==> src/rtl/apb_slave_regfile.sv <==
// apb_slave_regfile: APB completer with a byte-strobed register bank, wait-state insertion and error decode
module apb_slave_regfile #(
  parameter int ADDR_WIDTH  = 32,
  parameter int DATA_WIDTH  = 32,
  parameter int NUM_REGS    = 16,
  parameter int WAIT_CYCLES = 0
) (
  input  logic                    PCLK,
  input  logic                    RESETn,
  input  logic [ADDR_WIDTH-1:0]   PADDR,
  input  logic [DATA_WIDTH-1:0]   PWDATA,
  input  logic                    PSLEx,
  input  logic                    PENABLE,
  input  logic                    PWRITE,
  input  logic [DATA_WIDTH/8-1:0] PSTRB,
  output logic [DATA_WIDTH-1:0]   PRDATA,
  output logic                    PREADY,
  output logic                    PSLVERR
);
  localparam int BW = DATA_WIDTH / 8;
  localparam int OFF = $clog2(BW);
  localparam int IW = NUM_REGS > 1 ? $clog2(NUM_REGS) : 1;
  localparam logic [3:0] WC = 4'(WAIT_CYCLES);
  typedef enum logic [1:0] {IDLE, SETUP, ACCESS} state_t;
  state_t state, state_nxt, phase;
  logic [3:0] cnt;
  logic [DATA_WIDTH-1:0] regs [NUM_REGS];
  logic [ADDR_WIDTH-1:0] word;
  logic [IW-1:0] idx;
  logic err, wr_en;
  assign word = PADDR >> OFF;
  assign idx = word[IW-1:0];
  assign err = (word >= ADDR_WIDTH'(NUM_REGS)) || ((PADDR & ADDR_WIDTH'(BW - 1)) != '0);
  // bus phase of the current cycle: the register only remembers that an access phase is due,
  // so a setup cycle is recognised directly from the bus while idle
  always_comb phase = state == ACCESS ? ACCESS : (PSLEx && !PENABLE ? SETUP : IDLE);
  // state register and wait counter; the counter restarts on every non-access cycle and saturates
  always_ff @(posedge PCLK or negedge RESETn)
    if (!RESETn) begin
      state <= IDLE;
      cnt <= '0;
    end else begin
      state <= state_nxt;
      cnt <= phase != ACCESS ? '0 : cnt + 4'(cnt != WC);
    end
  // next state: setup arms the access phase; completion or loss of select/enable returns to idle
  always_comb state_nxt = phase == SETUP ? ACCESS :
                          (phase == ACCESS && PSLEx && PENABLE && !PREADY ? ACCESS : IDLE);
  // outputs: handshake, error and read data are all qualified by the completing cycle
  always_comb begin
    PREADY = phase == ACCESS && PSLEx && PENABLE && cnt == WC;
    PSLVERR = PREADY && err;
    wr_en = PREADY && PWRITE && !err;
    PRDATA = PREADY && !PWRITE && !err ? regs[idx] : '0;
  end
  // register bank: byte lanes selected by the strobes load on an error-free completing write
  always_ff @(posedge PCLK or negedge RESETn)
    if (!RESETn) begin
      for (int i = 0; i < NUM_REGS; i++) regs[i] <= '0;
    end else if (wr_en) begin
      for (int b = 0; b < BW; b++) if (PSTRB[b]) regs[idx][8*b +: 8] <= PWDATA[8*b +: 8];
    end
endmodule

==> config.mk <==
export PLATFORM = sky130hd
export DESIGN_NAME = apb_slave_regfile
export DESIGN_NICKNAME = d
export VERILOG_FILES = /design/src/rtl/apb_slave_regfile.sv
export SDC_FILE = /design/constraint.sdc
export NUM_CORES = 1
export LEC_CHECK = 0
export CAP_MARGIN = 20
export CORE_MARGIN = 8
export CORE_UTILIZATION = 30
export CTS_CLUSTER_SIZE = 28
export DETAILED_ROUTE_END_ITERATION = 8
export PLACE_DENSITY = 0.49
export SLEW_MARGIN = 20
export SYNTH_ARGS = -nofsm -noshare
export SYNTH_HDL_FRONTEND = slang
export SYNTH_SLANG_ARGS = --single-unit
==> constraint.sdc <==
create_clock -name PCLK -period 4 [get_ports PCLK]
set_input_delay 0.8 -clock PCLK [delete_from_list [all_inputs] [get_ports PCLK]]
set_output_delay 0.8 -clock PCLK [all_outputs]
set_load 0.01 [all_outputs]
; Word-level counts from Yosys, hierarchy flattened
; Cells that the tools add are included.
[op_classes]
bitwise_logic = 1
reduce_logical = 19
n_addsub = 1
muxes = 28
eq_ne = 4
magnitude_cmp = 3
[ops]
columns = operator, n
row1 = $mux 512, 7
row2 = $bwmux 512, 4
row3 = $demux 32 s4, 4
row4 = $bmux 32 s4, 1
row5 = $mux 32, 4
row6 = $reduce_bool 32->1, 1
row7 = $ge 30x5->1 const B, 1
row8 = $mux 24, 1
row9 = $mux 16, 1
row10 = $logic_and 1x1->1, 11
row11 = $mux 8, 1
row12 = $mux 2, 3
row13 = $ge 5x5->1 const B, 1
row14 = $lt 5x1->1 const B, 1
row15 = $not 4->5, 1
row16 = $add 4x1->4, 1
row17 = $eq 2x2->1 const B, 2
row18 = $logic_not 1->1, 4
row19 = $logic_not 4->1, 1
row20 = $mux 4, 1
row21 = $reduce_bool 4->1, 1
row22 = $eq 2x1->1 const B, 1
row23 = $ne 2x2->1 const B, 1
row24 = $logic_or 1x1->1, 1
row25 = $mux 1, 1
[totals]
elab_cells = 74
input_bits = 73
ff_bits = 518
output_inout_bits = 34

; Logic depth before layout (Yosys ltp)
; Gate-level depths: netlist (run 1).
[depth]
depth_word = 19
mapped_depth = 9
depth_no_buf = 7

; Least setup slack after synthesis (run 1)
; No wires, ideal clock.
[synth_path]
path_type = input-to-output
from = input PADDR[2]
to = output PRDATA[24]
t_arrival_ns = 2.480
path_stages = 7
slack_ns = 0.720
n_path_buf = 4
cell_sequence = buf_2 buf_2 buf_2 buf_2 mux4_2 a22oi_1 a21oi_1
[synth_via]
elab_chain_len = 5
word_cells_on_any_way = 9
classes_between = order compare (1) / mux (4) / bitwise (1) / reduce/logical (3)
[synth_rtl]
columns = item, line_no
row1 = start: declaration, 10  ; input logic [ADDR_WIDTH-1:0] PADDR,
row2 = $ge 30x5->1 or $not 4->5 (tied branches), "33, 54"
row3 = $logic_or 1x1->1 or $bmux 32 s4 (tied branches), "33, 54"
row4 = $logic_not 1->1 or $mux 32 (tied branches), 54  ; PRDATA = PREADY && !PWRITE && !err ? regs[idx] : '0;
row5 = $logic_and 1x1->1 or $mux 32 (tied branches), 54
row6 = $mux 32 (*), 54
row7 = end: declaration, 16  ; output logic [DATA_WIDTH-1:0] PRDATA,
; Mark *: on every way between the ends. The rest lies on a longest branch, timed or not. The select of a mux whose other input is x is not followed.

; Final worst setup path (run 1)
[layout_path]
from = input PADDR[13]
to = output PSLVERR
[layout_via]
elab_chain_len = 3
[layout_rtl]
columns = item, line_no
row1 = $ge 30x5->1, 33  ; assign err = (word >= ADDR_WIDTH'(NUM_REGS)) || ((PADDR & ADDR_WIDTH'(BW - 1)) != '0);
row2 = $logic_or 1x1->1, 33
row3 = $logic_and 1x1->1, 52  ; PSLVERR = PREADY && err;
row4 = end: declaration, 18  ; output logic PSLVERR
; Every way passes these cells.

==> results of run 1 <==
-- cell families after synthesis --
kind of cell | share of synthesized area, %
buf+inv | 2.91
compound gates | 2.56
mux | 36.0
flops | 51.4
fa+ha+maj | 0.149
xor+xnor | 0.0696
simple gates | 6.88
-- cell type report --
cell class / instances / area share (%)
clock inverter: 12 / 0.446
multi-input combinational: 913 / 38.1
inverter: 3 / 0.0372
tap: 1080 / 4.46
antenna: 1 / 0.00826
sequential: 517 / 42.7
clock buffer: 85 / 5.52
timing repair buffer: 241 / 8.68
-- worst max-delay path, cell delays in order --
cell	delay [ns]
clkdlybuf4s50_1	0.40
nor4_1	0.31
nand4_1	0.27
buf_6	0.30
nor2_1	0.18
buf_4	0.16
nor2_1	0.05
clkdlybuf4s50_1	0.51
-- routing by layer --
layer,vias to the layer above,share of wire [%],track usage (%)
met5,-,0,0
met4,0,1.8,2.99
met3,77,4.4,3.03
met2,243,46,22.6
met1,7802,47,20.5
li1,6299,-,-
-- state kept, by name (all words and copies together), names as in the netlist --
register and count:
regs 512, cnt 4, state 1
-- synth_stat cells, types with 28 or more instances --
cell,n
mux2_2,400
buf_2,28
nor4_4,48
mux4_2,128
a21oi_1,32
clkbuf_1,74
dfrtp_1,517
mux2_4,112
a22oi_1,64
nand2_1,52
-- metrics by stage --
step | power [mW] | utilization, % | cells | cell area (sq um) | hold WS, ns
floorplan | 5.54 | - | 1565 | 25200 | 0.475
global route | 11.4 | 36.3 | 2851 | 30300 | 0.241
global placement | 5.89 | 34.2 | 2754 | 28500 | 0.482
finish | 10.9 | 36.3 | 2852 | 30300 | 0.219
CTS | 11.1 | 36.3 | 2851 | 30300 | 0.225
detailed placement | 5.89 | 34.2 | 2754 | 28500 | 0.488
-- path summary, 6_finish.rpt --
path                            startpoint   endpoint  slack [ns]  depth (start not counted)
worst min register to register   regs[267]  regs[267]        0.50                          1
max in group asynchronous           RESETn  regs[460]        2.63                          2
worst max register to register      cnt[0]  regs[380]        0.62                          8
min in group PCLK                regs[267]  regs[267]        0.50                          1
worst max-delay path             PADDR[13]    PSLVERR        0.13                          8
worst min-delay path                RESETn  regs[252]        0.22                          1
-- power by group through the flow --
stage	Sequential [mW]	Combinational (mW)	Clock (mW)
floorplan	5.33	0.211	0
global placement	5.33	0.558	0
detailed placement	5.33	0.567	0
CTS	5.23	0.570	5.32
global route	5.23	0.606	5.52
finish	5.23	0.553	5.13
-- repair_timing --
action                     in CTS  in global routing
resized for setup              35                  1
gates cloned                    0                  0
setup endpoints to repair      33                  1
pin swaps                       2                  1
==> results.json, run 1 <==
{
  "status": "completed",
  "cts_buffers": 57,
  "cts.sinks": 517,
  "clock_latency_ns": 0.59,
  "syn-instance-count": 1565,
  "final_common_cell": "dfrtp_1",
  "synthArstFlopShare_pct": 100,
  "cts_root_buf": "clkbuf_16",
  "synthTopCellsByArea": "dfrtp_1 51%, mux2_2 18%, mux4_2 11%, mux2_4 6.7%, nor4_4 4.1%",
  "cts_hold_buf": 0,
  "power.share.sequential_pct": 47.9,
  "multi_input_area_sq_mm": 0.0116,
  "critPathMaxFanout": 37,
  "end_kind": "output port",
  "grt_max_degree": 118,
  "seq_area_sq_mm": 0.0129,
  "seq_area_frac_synth_pct": 51.4,
  "power.leakage_nw": 14.6,
  "grt_antenna_before_repair": 2,
  "yosysWarnings": 0,
  "startpoint_type": "primary input",
  "clock-skew-final_ns": 0.00663,
  "die-area_sq_mm": 0.0934,
  "core_sq_mm": 0.0834,
  "irDropWorstVdd_mv": 0.310,
  "p_sw_mw": 2.46,
  "wl_per_cell_um": 23.6,
  "netlist_area_sq_mm": 0.0252,
  "remaining_drc_errors": 0,
  "die_y_um": 306,
  "synth_area_per_cell_sq_um": 16.1,
  "hold_path.class": "in2async",
  "htreeDepth": 2,
  "setup_viol": 0,
  "rows": 106,
  "maxCapViolations": 0,
  "grt_overflow": 0,
  "synthFlopType": "dfrtp_1",
  "final_cell_mix": "517 x dfrtp_1, 400 x mux2_2, 128 x mux4_2",
  "pwr-share-clk_pct": 47.0,
  "area_growth_pct": 20.3,
  "yosys.area.top_type_share_pct": 51.4,
  "period_share_pct": 96.8,
  "die_width_um": 306,
  "p_int_mw": 8.46,
  "criticalPathCategory": "in2out",
  "viasPerCell": 5.06,
  "comb_power_share_pct": 5.1,
  "slew-limit-headroom_pct": 48.2,
  "grt_usage_pct": 14.4,
  "max_freq_mhz": 258,
  "ys_ff_latch": 517,
  "hold_violations": 0,
  "n_fill_cell": 7769,
  "first_pass_iters": 5,
  "p_per_area_mw_per_mm2": 360,
  "period_needed_ns": 3.87,
  "postCtsSetupRepairBufs": 0,
  "synth_area_leader_cell": "dfrtp_1",
  "drive_above_1_share_pct": 52.2,
  "cts_tree": "yes",
  "gp_congestion": 0.742,
  "preCtsSetupSlack_ns": -0.350,
  "grt_pass1_wl_um": 105000,
  "initial_core_util_pct": 30.2,
  "antenna_left": 0,
  "grt_pass1_vias": 15800,
  "fin_setup_tns_ns": 0,
  "synth_edf_count": 0,
  "cts.clk_slew.worst_paths_ns": 0.05,
  "worst_pin_slew_ns": 0.778,
  "totalWireLength_um": 67300,
  "grt_setup_unrepaired": "yes",
  "arrival_ns": 3.07,
  "dr.first_iter.drc_count": 808,
  "portBuffers": 106,
  "cp.required_ns": 3.20,
  "hpwl_um": 43400,
  "syn_nets": 1641,
  "clock_path_buffers": 3,
  "ys_types": 35,
  "switching_share_pct": 22.5,
  "io_pins": 107,
  "drv_slew": 0,
  "fin_ws_ns": 0.128,
  "fin_nets": 1809,
  "via_count": 14400
}
Power figures use the tool's default switching activity.
==> inputs of run 2 (changes only) <==
CORE_MARGIN = 2   (was 8)
HOLD_SLACK_MARGIN = 0.15   (was default)
==> results.json, run 2 (synthesis results as in run 1) <==
{
  "status": "completed",
  "die_y_um": 294,
  "htreeDepth": 2,
  "slowest_stage": "or4_4",
  "cts.sinks": 517,
  "hpwl_um": 42200,
  "drive_above_1_share_pct": 52.5,
  "final_util_pct": 36.6,
  "grt_antenna_before_repair": 1,
  "clock_path_buffers": 3,
  "core_sq_mm": 0.0834,
  "hold_violations": 0,
  "antenna_left": 0,
  "area_growth_pct": 21.4,
  "hold_path.class": "in2async",
  "cp_top_family": "simple AND/OR/NAND/NOR gates",
  "p_per_area_mw_per_mm2": 377,
  "p_total_mw": 11.5,
  "cts_hold_buf": 0,
  "grt_setup_unrepaired": "no",
  "grt_overflow": 0,
  "cp_cell_sequence": "inv_1, ha_1, or3b_4, or2_4, or4_4, buf_6, a21oi_1, dlygate4sd2_1",
  "totalWireLength_um": 67300,
  "clock_latency_ns": 0.61,
  "antenna_cells": 0,
  "grt_pass1_wl_um": 104000,
  "period_share_pct": 96.1,
  "first_pass_iters": 5,
  "n_fill_cell": 7763,
  "rows": 106,
  "cp-startpoint": "cnt[0]",
  "placed_area_sq_mm": 0.0285,
  "wl_per_cell_um": 23.6,
  "cp.required_ns": 3.20,
  "preCtsSetupSlack_ns": -0.383,
  "r2r-end": "regs[447]",
  "grt_usage_pct": 15.8,
  "worst-path-buf-inv": 3,
  "portBuffers": 106,
  "dr.first_iter.drc_count": 868,
  "gp_congestion": 0.720,
  "r2r-start": "cnt[0]",
  "multi_input_area_sq_mm": 0.0116,
  "startpoint_type": "register",
  "worst_pin_slew_ns": 1.03,
  "max_freq_mhz": 260,
  "period_needed_ns": 3.84,
  "end_kind": "output port",
  "fin_nets": 1805,
  "irDropWorstVdd_mv": 0.336,
  "drv_slew": 0,
  "cts.clk_slew.worst_paths_ns": 0.06,
  "cts_root_buf": "clkbuf_16",
  "seq_area_sq_mm": 0.0129,
  "io_pins": 107,
  "cts_tree": "yes",
  "final_cell_mix": "517 x dfrtp_1, 400 x mux2_2, 128 x mux4_2",
  "maxCapViolations": 0,
  "max_stage_delay_ns": 0.51,
  "initial_core_util_pct": 30.2,
  "arrival_ns": 3.04,
  "die-area_sq_mm": 0.0862,
  "slew-limit-headroom_pct": 31.0,
  "critPathMaxFanout": 10,
  "largest_reg_flops": 512,
  "die_width_um": 294,
  "setup_viol": 0,
  "r2r_setup_slack_ns": 0.83,
  "reg2regPathDepth": 9,
  "viasPerCell": 5.07,
  "via_count": 14500,
  "grt_pass1_vias": 15900,
  "largest_registers": "regs (512), cnt (4), state (1)",
  "final_common_cell": "dfrtp_1",
  "grt_max_degree": 93,
  "regMostFlops": "regs",
  "power.leakage_nw": 14.6,
  "fin_ws_ns": 0.157,
  "stdcell_area_sq_mm": 0.0306,
  "cts_buffers": 57,
  "criticalPathCategory": "reg2out",
  "clock-skew-final_ns": 0.0138,
  "remaining_drc_errors": 0
}
==> run 2: layout make-up <==
class | instances | share of cell area (%)
clock buffer | 76 | 5.33
clock inverter | 26 | 1.37
inverter | 3 | 0.0368
multi-input combinational | 913 | 37.8
sequential | 517 | 42.3
tap | 1080 | 4.42
timing repair buffer | 237 | 8.72
==> run 2: worst max-delay path by stage <==
stage                            end  depth (start not counted)  slack [ns]
after CTS                    PSLVERR                          9       0.006
final                     PRDATA[14]                          8        0.16
after global placement    PRDATA[12]                          8       -0.33
after floorplan           PRDATA[24]                          7        0.72
after global routing      PRDATA[13]                          8       0.006
after detailed placement  PRDATA[14]                          8       -0.38
==> run 2: repair_timing <==
| item | 4_1_cts | 5_1_grt |
|---|---|---|
| setup buffers | 0 | 0 |
| pin swaps | 0 | 0 |
| setup endpoints to repair | 33 | 8 |
| resized for setup | 36 | 7 |
==> run 2: where the power goes <==
| group | switching (mW) | leakage [nW] | internal [mW] |
|---|---|---|---|
| Sequential | 0.000819 | 7.23 | 5.23 |
| Clock | 2.17 | 1.01 | 3.55 |
| Combinational | 0.369 | 6.41 | 0.185 |
| Total | 2.54 | 14.6 | 8.97 |
==> run 2: per-layer routing <==
metal / global-route usage, % / routed length, um / vias to the layer above
met1: 22.7 / 32100 / 7856
met5: 0 / 0 / -
met2: 25.1 / 31500 / 245
met4: 3.63 / 1220 / 0
met3: 2.53 / 2490 / 70
li1: - / - / 6293
==> run 2: through the flow <==
step,hold slack [ns],TNS [ns],std cells
2_1_floorplan,0.475,0,1565
3_3_place_gp,0.482,-9.21,2750
3_5_place_dp,0.489,-10.52,2750
4_1_cts,0.209,0,2852
5_1_grt,0.211,0,2852
6_report,0.190,0,2852
